File: config.mk
export PLATFORM = sky130hd
export DESIGN_NAME = bcd_updown_seg_scan
export DESIGN_NICKNAME = d
export VERILOG_FILES = /design/src/rtl/bcd_updown_seg_scan_pkg.sv /design/src/rtl/bcd_updown_seg_scan_seg7.sv /design/src/rtl/bcd_updown_seg_scan.sv
export SDC_FILE = /design/constraint.sdc
export NUM_CORES = 1
export LEC_CHECK = 0
export BUFFER_PORTS_ARGS = -buffer_cell sky130_fd_sc_hd__buf_4
export CELL_PAD_IN_SITES_DETAIL_PLACEMENT = 1
export CELL_PAD_IN_SITES_GLOBAL_PLACEMENT = 2
export CORE_ASPECT_RATIO = 1.2
export CORE_MARGIN = 1
export CORE_UTILIZATION = 32
export DETAILED_ROUTE_END_ITERATION = 8
export PLACE_DENSITY_LB_ADDON = 0.1
export SYNTH_ARGS = -nofsm -noshare
export SYNTH_HDL_FRONTEND = slang
export SYNTH_SLANG_ARGS = --single-unit
File: constraint.sdc
create_clock -name clk -period 2.6 [get_ports clk]
set_input_delay 0.26 -clock clk [delete_from_list [all_inputs] [get_ports clk]]
set_output_delay 0.26 -clock clk [all_outputs]
set_load 0.005 [all_outputs]
File: src/rtl/bcd_updown_seg_scan_pkg.sv
// bcd_updown_seg_scan_pkg: glyph constants, digit width and digit-select helper
package bcd_updown_seg_scan_pkg;
    localparam int BCD_W      = 4;
    localparam int MAX_DIGITS = 8;

    localparam logic [6:0] SEG_0     = 7'b1111110;
    localparam logic [6:0] SEG_1     = 7'b0110000;
    localparam logic [6:0] SEG_2     = 7'b1101101;
    localparam logic [6:0] SEG_3     = 7'b1111001;
    localparam logic [6:0] SEG_4     = 7'b0110011;
    localparam logic [6:0] SEG_5     = 7'b1011011;
    localparam logic [6:0] SEG_6     = 7'b1011111;
    localparam logic [6:0] SEG_7     = 7'b1110000;
    localparam logic [6:0] SEG_8     = 7'b1111111;
    localparam logic [6:0] SEG_9     = 7'b1111011;
    localparam logic [6:0] SEG_BLANK = 7'b0000000;

    function automatic logic [MAX_DIGITS-1:0] digit_mask(input logic [2:0] idx);
        return MAX_DIGITS'(1) << idx;
    endfunction
endpackage

File: src/rtl/bcd_updown_seg_scan_seg7.sv
// bcd_to_seg7: combinational BCD to active-high abcdefg glyph decoder
module bcd_to_seg7
    import bcd_updown_seg_scan_pkg::*;
(
    input  logic [BCD_W-1:0] bcd,
    output logic [6:0]       seg
);
    // Table lookup; non-BCD codes show a blank digit
    always_comb begin
        case (bcd)
            4'd0:    seg = SEG_0;
            4'd1:    seg = SEG_1;
            4'd2:    seg = SEG_2;
            4'd3:    seg = SEG_3;
            4'd4:    seg = SEG_4;
            4'd5:    seg = SEG_5;
            4'd6:    seg = SEG_6;
            4'd7:    seg = SEG_7;
            4'd8:    seg = SEG_8;
            4'd9:    seg = SEG_9;
            default: seg = SEG_BLANK;
        endcase
    end
endmodule

File: src/rtl/bcd_updown_seg_scan.sv
// bcd_updown_seg_scan: prescaled BCD up/down counter with load, wrap pulse and scanned 7-segment drive
module bcd_updown_seg_scan
    import bcd_updown_seg_scan_pkg::*;
#(
    parameter int DIGITS      = 4,
    parameter int PRESCALE    = 12000000,
    parameter int REFRESH_DIV = 12000,
    parameter bit ACTIVE_LOW  = 1
)(
    input  logic                    clk,
    input  logic                    rst_n,
    input  logic                    en,
    input  logic                    up_dn,
    input  logic                    load,
    input  logic [BCD_W*DIGITS-1:0] load_val,
    output logic [BCD_W*DIGITS-1:0] count,
    output logic                    wrap,
    output logic [6:0]              seg,
    output logic [DIGITS-1:0]       an
);
    localparam int CW = BCD_W * DIGITS;
    localparam int PW = PRESCALE > 1 ? $clog2(PRESCALE) : 1;
    localparam int RW = REFRESH_DIV > 1 ? $clog2(REFRESH_DIV) : 1;
    localparam int SW = DIGITS > 1 ? $clog2(DIGITS) : 1;

    logic [PW-1:0]         presc;
    logic [RW-1:0]         refresh;
    logic [SW-1:0]         scan_idx;
    logic [CW-1:0]         count_nxt;
    logic [CW-1:0]         load_clean;
    logic                  wrap_nxt;
    logic                  chain;
    logic [BCD_W-1:0]      d;
    logic [BCD_W-1:0]      cur_digit;
    logic [6:0]            glyph;
    logic [MAX_DIGITS-1:0] mask;
    logic                  step;
    logic                  refresh_tc;

    assign step       = en && (presc == PW'(PRESCALE - 1));
    assign refresh_tc = refresh == RW'(REFRESH_DIV - 1);
    assign cur_digit  = count[scan_idx * BCD_W +: BCD_W];
    assign mask       = digit_mask(3'(scan_idx));

    // Ripple a step through the digits; a carry/borrow out of the top digit is a wrap.
    // Non-BCD load nibbles are forced to 0 so the count never holds an illegal code.
    always_comb begin
        count_nxt  = count;
        load_clean = '0;
        chain      = 1'b1;
        d          = '0;
        for (int i = 0; i < DIGITS; i++) begin
            d = count[i*BCD_W +: BCD_W];
            if (chain)
                count_nxt[i*BCD_W +: BCD_W] = up_dn ? (d == 4'd9 ? 4'd0 : d + 4'd1)
                                                    : (d == 4'd0 ? 4'd9 : d - 4'd1);
            chain = chain && (up_dn ? d == 4'd9 : d == 4'd0);
            load_clean[i*BCD_W +: BCD_W] = load_val[i*BCD_W +: BCD_W] > 4'd9 ? 4'd0
                                                                            : load_val[i*BCD_W +: BCD_W];
        end
        wrap_nxt = chain;
    end

    // Count register: load beats enable, wrap pulses only on a real step
    always_ff @(posedge clk or negedge rst_n) begin
        if (!rst_n) begin
            count <= '0;
            presc <= '0;
            wrap  <= 1'b0;
        end else begin
            wrap <= 1'b0;
            if (load) begin
                count <= load_clean;
                presc <= '0;
            end else if (en) begin
                presc <= step ? '0 : presc + 1'b1;
                if (step) begin
                    count <= count_nxt;
                    wrap  <= wrap_nxt;
                end
            end
        end
    end

    // Free-running refresh timer advancing the selected digit
    always_ff @(posedge clk or negedge rst_n) begin
        if (!rst_n) begin
            refresh  <= '0;
            scan_idx <= '0;
        end else begin
            refresh <= refresh_tc ? '0 : refresh + 1'b1;
            if (refresh_tc)
                scan_idx <= (DIGITS == 1 || scan_idx == SW'(DIGITS - 1)) ? '0 : scan_idx + 1'b1;
        end
    end

    bcd_to_seg7 u_seg7 (
        .bcd (cur_digit),
        .seg (glyph)
    );

    // Display registers; board polarity is applied only here
    always_ff @(posedge clk or negedge rst_n) begin
        if (!rst_n) begin
            seg <= ACTIVE_LOW ? ~SEG_0 : SEG_0;
            an  <= ACTIVE_LOW ? ~DIGITS'(1) : DIGITS'(1);
        end else begin
            seg <= ACTIVE_LOW ? ~glyph : glyph;
            an  <= ACTIVE_LOW ? ~mask[DIGITS-1:0] : mask[DIGITS-1:0];
        end
    end
endmodule
==> impl_metrics.ini <==
[outcome]
outcome = completed

[clock_network]
cts_sinks = 68
cts_max_path_buffers = 2
cts_buffers = 9
cts_max_level = 3
ctsRootBufferMaster = clkbuf_16
ctsHoldBuffers = 0
cts_tree = done
path_clk_slew_ns = 0.06
clk-insertion-delay-late_ns = 0.33

[yosys]
yosysTopAreaCell = dfrtp_1
async_flop_share = 1.00
netlist_top_cells_count = 64 x dfrtp_1, 47 x nor2_1, 44 x nand2_1
mappedNetlistArea_um2 = 4150
syn_avg_cell_area_um2 = 8.83
synthCells = 470
yosysWarnings = 0
synth_top_area_frac = 0.386
yosysMostFrequentCell = dfrtp_1
synth.area.top_cells = dfrtp_1 39%, xor2_1 4.4%, nor2_1 4.3%
ys.flop_type = dfrtp_1
synth_edf_count = 0
ys_types = 56
syn-num-nets = 502
ys_ff_latch = 68
ys_seq_area_frac = 0.411

[pwr]
fin_total_pwr_mw = 2.76
ir_drop_mv = 0.289
p_per_area_nw_per_um2 = 532
p_leak_nw = 2.25

[detailed_routing]
vias = 3680
wirelength_um = 11800
drtAntennaViolNets = 0
drt_iter0_markers = 101
dr.pass1.iters = 4
viasPerCell = 5.22
post_drt_wl_per_cell_um = 16.7
drc = 0

[sta]
finClkSkew_ns = 0.00489
finalCritPeriodShare = 0.967
final-max-slew-violation-count = 0
hold_viol_final = 0
worstMarginPinSlew_ns = 0.908
fin_ws_ns = 0.0849
fmax_ghz = 0.398
whs_ns = 0.0595
period_minus_slack_ns = 2.52
worst_slew_margin_rel = 0.395
setup_viol = 0
rsz0062_at_grt = no

[placement]
gp_congestion = 0.773
dpl_worst_slack_ns = -0.0590
dpl.hpwl_um = 8560
placed_area_um2 = 4880
port_buffers = 48

[critical_path]
worstPathCellList = or4_4 -> or4_4 -> buf_4 -> nor4_4 -> buf_4 -> mux2i_1 -> o21ai_0
critPathBufInv = 2
crit_path_end_kind = flop
cp_max_fo = 5
slowest_stage = or4_4
cp.required_ns = 2.80
max_stage_delay_ns = 0.55
arrival_ns = 2.71
crit_type = flop to flop
critPathTopFamily = simple AND/OR/NAND/NOR gates
worst_setup_path_start_kind = flop

[global_routing]
first_global_vias = 3945
antenna_found_initial = 0
grt-ovfl-total = 0
grt_max_degree = 69
grt_usage = 0.189
grt_pass1_wl_um = 20000

[die]
dieArea_um2 = 13400
rows = 45
dieHeight_um = 127
die_w_um = 106
fp.coreArea_um2 = 12700
start_util = 0.328
io_pins = 49

[flow_run]
drv_cap = 0

[final_layout]
fillers = 1512
seqCellArea_um2 = 1710
drive_gt1_frac = 0.216
multi_input_area_um2 = 2260
nets = 568
final_area_um2 = 5200
area_delta_synth_final_pct = 25.3
diodes = 0

[worst_hold_path]
min_path_type = primary input to async pin
==> cells by family (layout without fill, tap and decap cells) <==
family	after synthesis	count (layout)	synth area share
xor gates and xnor gates	34	34	0.0718
muxes	13	13	0.0437
buffers and inverters	51	122	0.0464
DFF	68	68	0.411
AOI/OAI and AO/OA	98	98	0.149
adders and majority gates	11	11	0.0332
and+or+nand+nor	195	195	0.245
==> where the power goes <==
part / switching [mW] / total, mW / internal, mW / leakage (nW)
Clock: 0.476 / 1.21 / 0.736 / 0.137
Combinational: 0.225 / 0.410 / 0.185 / 1.22
Sequential: 0.0403 / 1.14 / 1.10 / 0.888
Total: 0.741 / 2.76 / 2.02 / 2.25
==> sequential cells by signal (all words and copies together), names as in the netlist <==
register  cells
refresh      14
scan_idx      2
count        16
presc        24
an            4
wrap          1
seg           7
==> cell type report <==
type,count,area share
Tap cell,164,0.0395
Clock inverter,7,0.0130
Inverter,21,0.0152
Timing Repair Buffer,85,0.125
Sequential cell,68,0.328
Multi-Input combinational cell,351,0.436
Clock buffer,9,0.0433
==> cell usage in the layout, fill, tap and decap left out, types with 7 or more instances in the layout <==
cell type  netlist  routed
inv_1           21      21
xor2_1          21      21
nand2_1         44      44
nor3_1          12      12
a21oi_1         22      22
o21ai_0         33      33
nand3_1         21      21
xnor2_1         13      13
nor2_1          47      47
mux2i_1          8       8
nand4_1          9       9
ha_1            11      11
dfrtp_1         64      64
nand2b_1         7       7
nor4_1          14      14
buf_4            0      84
clkbuf_16        0       9
==> path summary, 6_finish.rpt <==
path                                            start  slack (ns)  depth (start not counted)                     to
worst max-delay path            presc[14]$_DFFE_PN0P_        0.08                          7  count[14]$_DFFE_PN0P_
worst min-delay path                            rst_n        0.06                          1       seg[5]$_DFF_PN0_
worst max register to register  presc[14]$_DFFE_PN0P_        0.08                          7  count[14]$_DFFE_PN0P_
worst min register to register   refresh[0]$_DFF_PN0_        0.49                          1   refresh[0]$_DFF_PN0_
max in group asynchronous                       rst_n        1.95                          1   presc[1]$_DFFE_PN0P_
min in group clk                         load_val[14]        0.16                          3  count[14]$_DFFE_PN0P_
==> repair_timing <==
item                       in CTS  in global routing
resized for setup               1                  1
setup endpoints to repair       2                  4
pin swaps                       0                  1
buffers inserted                0                  1
==> stage by stage <==
step	utilization	TNS, ns	instances
after floorplan	-	0	470
after global placement	0.385	-0.0228	688
after detailed placement	0.385	-0.0988	688
after CTS	0.409	0	704
after global routing	0.410	0	705
final	0.410	0	705
==> layer usage <==
layer,track usage,routed length [um]
met1,0.235,5440
met2,0.334,5940
met3,0.0298,229
met4,0.0605,172
met5,0,0
==> worst register-to-register path, stage by stage (launching register included) <==
cell and delay (ns):
dfrtp_1 0.38, or4_4 0.54, or4_4 0.55, buf_4 0.17
nor4_4 0.27, buf_4 0.20, mux2i_1 0.19, o21ai_0 0.09
(Power assumes the default switching activity.)
